===== config.mk =====
export PLATFORM = sky130hd
export DESIGN_NAME = clk_switch_seq_flat
export DESIGN_NICKNAME = d
export VERILOG_FILES = /design/src/rtl/clk_switch_seq_if.sv /design/src/rtl/clk_switch_seq.sv /design/src/flat_wrapper.sv
export SDC_FILE = /design/constraint.sdc
export NUM_CORES = 1
export LEC_CHECK = 0
export CAP_MARGIN = 15
export CORE_ASPECT_RATIO = 1.4
export CORE_MARGIN = 2
export CORE_UTILIZATION = 45
export DETAILED_ROUTE_END_ITERATION = 7
export GPL_ROUTABILITY_DRIVEN = 0
export GPL_TIMING_DRIVEN = 1
export HOLD_SLACK_MARGIN = 0.08
export PLACE_DENSITY = 0.65
export SLEW_MARGIN = 15
export SYNTH_ARGS = -nofsm -noshare
export SYNTH_HDL_FRONTEND = slang
export SYNTH_SLANG_ARGS = --single-unit
export TNS_END_PERCENT = 50

===== constraint.sdc =====
create_clock -name clk -period 3.14 [get_ports clk]
set_input_delay 0.628 -clock clk [delete_from_list [all_inputs] [get_ports clk]]
set_output_delay 0.628 -clock clk [all_outputs]
set_load 0.02 [all_outputs]

===== src/rtl/clk_switch_seq_if.sv =====
// rtl/clk_switch_seq_if.sv - request/completion handshake bundle for the clock-switch sequencer
//
// Signals:
//   req_valid  requester -> sequencer   switch request valid (held until accepted)
//   req_sel    requester -> sequencer   requested mux input (0 = I0, 1 = I1)
//   req_ready  sequencer -> requester   high only while the sequencer is idle
//   busy       sequencer -> requester   high in every non-idle state
//   done       sequencer -> requester   one-cycle completion pulse
//   done_err   sequencer -> requester   qualifies done: heartbeat timeout, selection reverted
interface clk_switch_seq_if;
  logic req_valid;
  logic req_sel;
  logic req_ready;
  logic busy;
  logic done;
  logic done_err;

  modport master (
    output req_valid, req_sel,
    input  req_ready, busy, done, done_err
  );

  modport slave (
    input  req_valid, req_sel,
    output req_ready, busy, done, done_err
  );
endinterface


===== src/rtl/clk_switch_seq.sv =====
// rtl/clk_switch_seq.sv - break-before-make sequencer for a two-input glitch-free clock mux
//
// Ports:
//   clk       always-on control clock
//   reset     asynchronous active-high reset (released synchronously upstream)
//   req       request/completion handshake (slave side)
//   hb0, hb1  heartbeat toggles from the two source clock domains (asynchronous)
//   ce0, s0   mux enable/select for input 0 (registered, always equal)
//   ce1, s1   mux enable/select for input 1 (registered, always equal)
//   cur_sel   input currently driving the mux output
module clk_switch_seq #(
  parameter bit INIT_SEL       = 1'b0,
  parameter int DRAIN_CYCLES   = 4,
  parameter int HB_EDGES       = 2,
  parameter int TIMEOUT_CYCLES = 256,
  parameter int SETTLE_CYCLES  = 4
) (
  input  logic               clk,
  input  logic               reset,
  clk_switch_seq_if.slave    req,
  input  logic               hb0,
  input  logic               hb1,
  output logic               ce0,
  output logic               s0,
  output logic               ce1,
  output logic               s1,
  output logic               cur_sel
);

  localparam int MAX_DT  = (DRAIN_CYCLES > TIMEOUT_CYCLES) ? DRAIN_CYCLES : TIMEOUT_CYCLES;
  localparam int MAX_CNT = (MAX_DT > SETTLE_CYCLES) ? MAX_DT : SETTLE_CYCLES;
  localparam int CW      = $clog2(MAX_CNT + 1);
  localparam int EW      = $clog2(HB_EDGES + 1);

  typedef enum logic [2:0] {
    ST_IDLE,
    ST_ACK,
    ST_DRAIN,
    ST_WAIT_HB,
    ST_SELECT,
    ST_REVERT,
    ST_DONE
  } state_t;

  state_t        state, state_d;
  logic [CW-1:0] cnt, cnt_d;
  logic [EW-1:0] ecnt, ecnt_d;
  logic [EW-1:0] ecnt_inc;
  logic          en0, en0_d;
  logic          en1, en1_d;
  logic          cur_q, cur_d;
  logic          tgt, tgt_d;
  logic          done_q, done_d;
  logic          err_q, err_d;

  logic [1:0]    hb0_sync, hb1_sync;
  logic          hb0_dly, hb1_dly;
  logic          edge0, edge1, tgt_edge;

  // One enable bit per pair drives both s and ce, so the pair can never split.
  assign ce0 = en0;
  assign s0  = en0;
  assign ce1 = en1;
  assign s1  = en1;
  assign cur_sel = cur_q;

  assign req.req_ready = (state == ST_IDLE);
  assign req.busy      = (state != ST_IDLE);
  assign req.done      = done_q;
  assign req.done_err  = err_q;

  assign edge0    = hb0_sync[1] ^ hb0_dly;
  assign edge1    = hb1_sync[1] ^ hb1_dly;
  assign tgt_edge = tgt ? edge1 : edge0;
  assign ecnt_inc = ecnt + EW'(tgt_edge);

  always_ff @(posedge clk or posedge reset) begin
    if (reset) begin
      hb0_sync <= 2'b00;
      hb1_sync <= 2'b00;
      hb0_dly  <= 1'b0;
      hb1_dly  <= 1'b0;
    end else begin
      hb0_sync <= {hb0_sync[0], hb0};
      hb1_sync <= {hb1_sync[0], hb1};
      hb0_dly  <= hb0_sync[1];
      hb1_dly  <= hb1_sync[1];
    end
  end

  always_ff @(posedge clk or posedge reset) begin
    if (reset) begin
      state  <= ST_IDLE;
      cnt    <= '0;
      ecnt   <= '0;
      en0    <= ~INIT_SEL;
      en1    <= INIT_SEL;
      cur_q  <= INIT_SEL;
      tgt    <= INIT_SEL;
      done_q <= 1'b0;
      err_q  <= 1'b0;
    end else begin
      state  <= state_d;
      cnt    <= cnt_d;
      ecnt   <= ecnt_d;
      en0    <= en0_d;
      en1    <= en1_d;
      cur_q  <= cur_d;
      tgt    <= tgt_d;
      done_q <= done_d;
      err_q  <= err_d;
    end
  end

  always_comb begin
    state_d = state;
    cnt_d   = cnt;
    ecnt_d  = ecnt;
    en0_d   = en0;
    en1_d   = en1;
    cur_d   = cur_q;
    tgt_d   = tgt;
    done_d  = 1'b0;
    err_d   = 1'b0;

    unique case (state)
      ST_IDLE: begin
        if (req.req_valid) begin
          tgt_d = req.req_sel;
          if (req.req_sel == cur_q) begin
            state_d = ST_ACK;
            done_d  = 1'b1;
          end else begin
            state_d = ST_DRAIN;
            en0_d   = 1'b0;
            en1_d   = 1'b0;
            cnt_d   = '0;
          end
        end
      end

      ST_ACK: state_d = ST_IDLE;

      ST_DRAIN: begin
        if (cnt == CW'(DRAIN_CYCLES - 1)) begin
          state_d = ST_WAIT_HB;
          cnt_d   = '0;
          ecnt_d  = '0;
        end else begin
          cnt_d = cnt + 1'b1;
        end
      end

      ST_WAIT_HB: begin
        // A heartbeat edge on the final timeout cycle still counts.
        if (tgt_edge && (ecnt_inc == EW'(HB_EDGES))) begin
          state_d = ST_SELECT;
          cnt_d   = '0;
          en0_d   = ~tgt;
          en1_d   = tgt;
        end else if (cnt == CW'(TIMEOUT_CYCLES - 1)) begin
          state_d = ST_REVERT;
          en0_d   = ~cur_q;
          en1_d   = cur_q;
        end else begin
          cnt_d  = cnt + 1'b1;
          ecnt_d = ecnt_inc;
        end
      end

      ST_SELECT: begin
        if (cnt == CW'(SETTLE_CYCLES - 1)) begin
          state_d = ST_DONE;
          cur_d   = tgt;
          done_d  = 1'b1;
        end else begin
          cnt_d = cnt + 1'b1;
        end
      end

      ST_REVERT: begin
        state_d = ST_DONE;
        done_d  = 1'b1;
        err_d   = 1'b1;
      end

      ST_DONE: state_d = ST_IDLE;

      default: state_d = ST_IDLE;
    endcase
  end

endmodule


===== src/flat_wrapper.sv =====
// flat-port wrapper written by rule: the top's interface ports become plain ports
module clk_switch_seq_flat 
#(
  parameter bit INIT_SEL       = 1'b0,
  parameter int DRAIN_CYCLES   = 4,
  parameter int HB_EDGES       = 2,
  parameter int TIMEOUT_CYCLES = 256,
  parameter int SETTLE_CYCLES  = 4
)
  (clk, reset, hb0, hb1, ce0, s0, ce1, s1, cur_sel, req_req_valid, req_req_sel, req_req_ready, req_busy, req_done, req_done_err);
  clk_switch_seq_if req_i ();
  input  logic clk;
  input  logic reset;
  input  logic hb0;
  input  logic hb1;
  output logic ce0;
  output logic s0;
  output logic ce1;
  output logic s1;
  output logic cur_sel;
  input wire logic [$bits(req_i.req_valid)-1:0] req_req_valid;
  input wire logic [$bits(req_i.req_sel)-1:0] req_req_sel;
  output wire logic [$bits(req_i.req_ready)-1:0] req_req_ready;
  output wire logic [$bits(req_i.busy)-1:0] req_busy;
  output wire logic [$bits(req_i.done)-1:0] req_done;
  output wire logic [$bits(req_i.done_err)-1:0] req_done_err;
  assign req_i.req_valid = req_req_valid;
  assign req_i.req_sel = req_req_sel;
  assign req_req_ready = req_i.req_ready;
  assign req_busy = req_i.busy;
  assign req_done = req_i.done;
  assign req_done_err = req_i.done_err;
  clk_switch_seq #(.INIT_SEL(INIT_SEL), .DRAIN_CYCLES(DRAIN_CYCLES), .HB_EDGES(HB_EDGES), .TIMEOUT_CYCLES(TIMEOUT_CYCLES), .SETTLE_CYCLES(SETTLE_CYCLES)) u_core (.clk(clk), .reset(reset), .req(req_i), .hb0(hb0), .hb1(hb1), .ce0(ce0), .s0(s0), .ce1(ce1), .s1(s1), .cur_sel(cur_sel));
endmodule

* After elaboration in Yosys (flattened, before gate mapping)
Index checks and enable logic that the tools add are counted.
Operators by class: add/sub/neg operators 2, multiply operators 0, div/mod/pow operators 0, $lt $le $gt $ge 0, eq/ne operators 17, shift operators 0, multiplexer cells 32, bitwise gates (word level) 4, reduce and logical (&&, ||, !) cells 12
Operators with widths (count):
- 9-bit 2-to-1 mux | 6
- 9-bit case mux with 4 select lines | 1
- 3-bit 2-to-1 mux | 5
- 3-bit case mux with 5 select lines | 1
- 4-bit AND reduction | 3
- 1-bit 2-to-1 mux | 11
- 2-bit inequality test, second input constant | 5
- 9-bit by 1-bit adder with 9-bit output, second input constant | 1
- 9-bit by 2-bit == test with 1-bit output, second input constant | 1
- 9-bit by 8-bit == test with 1-bit output, second input constant | 1
- 2-bit 2-to-1 mux | 4
- 3-bit by 2-bit == test with 1-bit output, second input constant | 2
- 3-bit == test, second input constant | 2
- 5-bit AND reduction | 1
- 2-bit by 1-bit inequality test with 1-bit output, second input constant | 2
- 1-bit case mux with 2 select lines | 2
- 2-bit case mux with 2 select lines | 1
- 2-bit AND reduction | 2
- 2-bit nonzero test | 2
- 4-bit nonzero test | 1
- 3-bit zero test | 1
- 3-bit by 1-bit inequality test with 1-bit output, second input constant | 1
- 3-bit by 2-bit inequality test with 1-bit output, second input constant | 1
- 1-bit case mux with 3 select lines | 1
- 7 further kinds | 9
Storage, ports and cells: flip-flop bits (word level) 26, latch bits 0, memory bits (writable) 0, memory bits (read-only) 0, input bits 6, output and inout port bits 9, word-level logic and storage cells 80, memories 0

* Depth between registers and ports, before layout
word-level depth 7, mapped depth 9, depth with buffers taken out 9

* Worst setup path after synthesis
Ideal clock, no wire load.
path type register to register, from reg u_core.hb1_sync[1], to reg u_core.cnt[4], library setup time 142 ps, arrival 2082 ps, required time 2998 ps, path slack 916 ps, cell stages (with the launch flop) 9, buffers on the path 1, clock period less this slack 2224 ps, cells stage by stage dfrtp_1 xnor2_1 mux2i_1 ha_1 nor2_1 a21oi_1 buf_2 o211ai_1 o221ai_1
On the way: cells in the longest elaborated chain, start to end 7, elaborated cells between the ends (all ways) 9, classes of those cells add/sub: 1; eq/ne: 2; mux: 3; bitwise: 1; reduce/logical: 2
Ends and longest elaborated chain:
- start: declaration | RTL line clk_switch_seq.sv:56 | logic [1:0] hb0_sync, hb1_sync;
- start signal: assignment | RTL line clk_switch_seq.sv:85 | hb1_sync <= {hb1_sync[0], hb1};
- 1-bit XOR * | RTL line clk_switch_seq.sv:73 | assign edge1 = hb1_sync[1] ^ hb1_dly;
- 1-bit 2-to-1 mux * | RTL line clk_switch_seq.sv:74 | assign tgt_edge = tgt ? edge1 : edge0;
- 2-bit by 1-bit adder with 2-bit output | RTL line clk_switch_seq.sv:75 | assign ecnt_inc = ecnt + EW'(tgt_edge);
- 2-bit == test | RTL line clk_switch_seq.sv:156 | if (tgt_edge && (ecnt_inc == EW'(HB_EDGES))) begin
- 1-bit logical AND * | RTL line clk_switch_seq.sv:156
- 3-bit by 2-bit inequality test with 1-bit output (no source line) / 9-bit 2-to-1 mux (equally long branches)
- 5-bit AND reduction (no source line) / 9-bit case mux with 4 select lines (equally long branches)
- end signal: assignment | RTL line clk_switch_seq.sv:104 | cnt <= cnt_d;
- end: declaration | RTL line clk_switch_seq.sv:46 | logic [CW-1:0] cnt, cnt_d;
Every way passes the cells marked *; elsewhere a longest branch is shown, timed or not. A chain may end at the register's enable or synchronous reset.

* Worst setup path in the final report
Ends and elaborated chain as after synthesis.

==> impl_metrics.ini <==
[run_status]
status = finished clean

[synth]
synth_enable_flop_cells = 0
post_synth_instance_area_mm2 = 0.001426
synth.yosys.warnings = 0
postSynth.topFlopCell = dfrtp_1
synth_cell_type_count = 44
synth_sequential_area_ratio = 0.4570
ys_async_sr_fraction = 1.000
postSynthCellCount = 144
synth_nets = 153
syn_area_per_cell_um2 = 9.905
synth_seq_cells = 26

[placement]
dp.cells = 192
port_buffers = 14
placement.setup.worst_slack_ns = 0.5945
placed_cell_area_mm2 = 0.001584
hpwl_um = 2279

[global_route]
global_route_usage_over_all_layers = 0.1911
grt_antenna_before_repair = 0
pin_count_of_the_biggest_net_entering_global_routing = 27
grt_first_pass_wirelength_um = 5313
number_of_global_route_vias_before_repair = 1189
global_route.overflow_total = 0

[cts]
tritoncts = built
ctsRootBufferMaster = clkbuf_8
clock_insertion_delay_worst_skew_ns = 0.27
clkSinkCount = 26
cts-hold-fix-buffers = 0
htree_levels = 1
max-clock-path-buffers = 2
post-cts-setup-buffers = 0
cts-buffers-inserted = 3
clkSlewWorstSetupHoldPaths_ns = 0.09
cts_resized = 0

[floorplanning]
design.core.area_mm2 = 0.003063
pin_count = 15
dieHeight_um = 70.62
core.rowCount = 24
die_width_um = 51.58
die-area_mm2 = 0.003642
initial_core_util = 0.4657

[setup_path]
regToRegSetupSlack_ns = 0.55
timing.critical_path.to_type = flip-flop
worst-r2r-cell-count = 9
worst_path_largest_cell_delay_ns = 0.47
worst-setup-path-type = reg2reg
crit_arrival_ns = 2.73
critical_path.max_fanout = 15
critPathRequiredTime_ns = 3.28
r2r_start = u_core.hb1_sync[1]$_DFF_PP0_
critical_path_source_type = flip-flop
crit_path_top_cell_by_count = xnor2_1
capture_instance_of_the_worst_register_to_register_path = u_core.cnt[4]$_DFFE_PP0P_
timing.critical_path.cells = xnor2_1 > mux2i_1 > ha_1 > xnor2_1 > nor2_1 > a21oi_1 > buf_4 > o211ai_4 > o221ai_1
crit_slowest_cell = mux2i_1

[sta]
rsz0062_at_grt = no
total_negative_setup_slack_ns = 0
timing.final.setup_violations = 0
worst_clock_skew_ns = 0.005719
hold_violations = 0
pins_over_their_slew_limit = 0
layout_setup_ws_ns = 0.5549
fin_crit_ns = 2.585
fmaxAchievable_mhz = 386.8
worst_slew_pin_slew_ns = 0.9840
final.period_utilization = 0.8233
worst_hold_slack_ns = 0.3566
timing.max_slew.rel_slack = 0.3433

[routing]
wl_per_cell_um = 16.24
drt_iter0_drc = 61
route.antenna.remaining_nets = 0
vias_per_cell = 5.995
route.final.wire_length_um = 3183
post_detailed_route_drc_marker_count = 0
first_pass_iters = 4
detailroute.via_count = 1175

[pwr]
totalPowerFinal_mw = 1.304
static-leakage-power_nw = 0.7064
cellPowerDensity_mw_per_mm2 = 787.9
worst_ir_drop_vdd_v = 0.0003683

[finish]
stdcell_area_mm2 = 0.001655
finish.utilization = 0.5404
layout-drive-gt1-share = 0.1146
area.growth.synth_to_final_pct = 16.05
finalNetCount = 167
post_layout_nonfiller_instances = 196
most_used_cells_in_the_layout_excluding_fill_and_tap_cells = dfrtp_1, nand2_1, inv_1, clkdlybuf4s50_1
insertedDiodeCount = 0
layout.cells.most_common = dfrtp_1

[min_path]
hold_depth = 0
hold_class = reg2reg
worstHoldEndpoint = u_core.hb0_sync[1]$_DFF_PP0_
min_from = u_core.hb0_sync[0]$_DFF_PP0_

[run]
drv.max_cap_violation_count = 0
## kinds of logic (layout without fill, tap and decap cells)
group / count (synthesis) / in the layout / share of synthesized area
fa+ha+maj: 3 / 3 / 0.02632
flops: 26 / 26 / 0.4570
xor+xnor: 5 / 5 / 0.03070
simple gates: 43 / 43 / 0.1623
buf+inv: 20 / 33 / 0.06403
compound gates: 43 / 43 / 0.2298
mux: 4 / 4 / 0.02982
## routing by layer
| layer | global-route usage | wire (um) | vias to the layer above |
|---|---|---|---|
| li1 | - | - | 548 |
| met1 | 0.2239 | 1353 | 572 |
| met2 | 0.3291 | 1626 | 47 |
| met3 | 0.02532 | 125 | 8 |
| met4 | 0.1053 | 78 | 0 |
| met5 | 0 | 0 | - |
## synth_stat cells (2+ instances only)
library cell	count	area, um^2
nand2b_1	2	12.51
ha_1	3	37.54
o21ai_1	2	10.01
a31oi_1	4	25.02
nand3_1	5	25.02
a211o_1	2	17.52
buf_4	2	15.01
and3_1	4	25.02
inv_1	14	52.55
o221ai_1	7	61.31
o211ai_1	2	15.01
mux2i_1	2	20.02
nand2_1	16	60.06
nor2_1	7	26.28
mux2_2	2	22.52
o21ai_0	7	35.03
o2111ai_1	3	26.28
a21oi_1	4	20.02
a21o_1	2	15.01
clkbuf_1	2	7.510
dfrtp_1	25	625.6
xnor2_1	4	35.03
o21ai_2	2	17.52
## cell type report
class,instances,area [um^2]
Fill cell,286,1408
Multi-Input combinational cell,98,683.2
Sequential cell,26,651.9
Timing Repair Buffer,15,147.6
Inverter,14,52.55
Tap cell,39,48.80
Clock buffer,3,41.29
Clock inverter,1,30.03
## worst max path at each step
stage,start,endpoint,slack [ns],cells past startpoint
after floorplan,u_core.hb1_sync[1]$_DFF_PP0_,u_core.cnt[4]$_DFFE_PP0P_,0.92,8
after global placement,u_core.hb1_sync[1]$_DFF_PP0_,u_core.cnt[3]$_DFFE_PP0P_,0.71,9
after detailed placement,u_core.hb1_sync[1]$_DFF_PP0_,u_core.cnt[4]$_DFFE_PP0P_,0.59,9
after CTS,u_core.hb1_sync[1]$_DFF_PP0_,u_core.cnt[4]$_DFFE_PP0P_,0.58,9
after global routing,u_core.tgt$_DFFE_PP0P_,u_core.cnt[3]$_DFFE_PP0P_,0.41,8
final,u_core.hb1_sync[1]$_DFF_PP0_,u_core.cnt[4]$_DFFE_PP0P_,0.55,9
## worst max-delay path: cells and delay by family, from the launching register on
family                   cells  cell delay, ns
flip-flops                   1            0.40
AND/OR/NAND/NOR              1            0.26
XOR/XNOR                     2            0.20
multiplexers                 1            0.47
adder cells (fa/ha/maj)      1            0.30
buffers and inverters        1            0.22
AO/OA/AOI/OAI                3            0.60
## flip-flops by register name (all words and copies together), names as in the netlist
signal / cells
u_core.cnt: 9
u_core.ce1: 1
u_core.tgt: 1
u_core.cur_sel: 1
u_core.req.done_err: 1
u_core.ce0: 1
u_core.hb1_dly: 1
u_core.hb0_sync: 2
u_core.hb1_sync: 2
u_core.state: 3
u_core.hb0_dly: 1
u_core.req.done: 1
u_core.ecnt: 2
## power breakdown
group          internal, mW  total (mW)  switching [mW]
Clock                 0.171       0.277           0.106
Sequential            0.400       0.475          0.0749
Combinational         0.220       0.552           0.332
Total                 0.791        1.30           0.513
(Power assumes the default switching activity.)
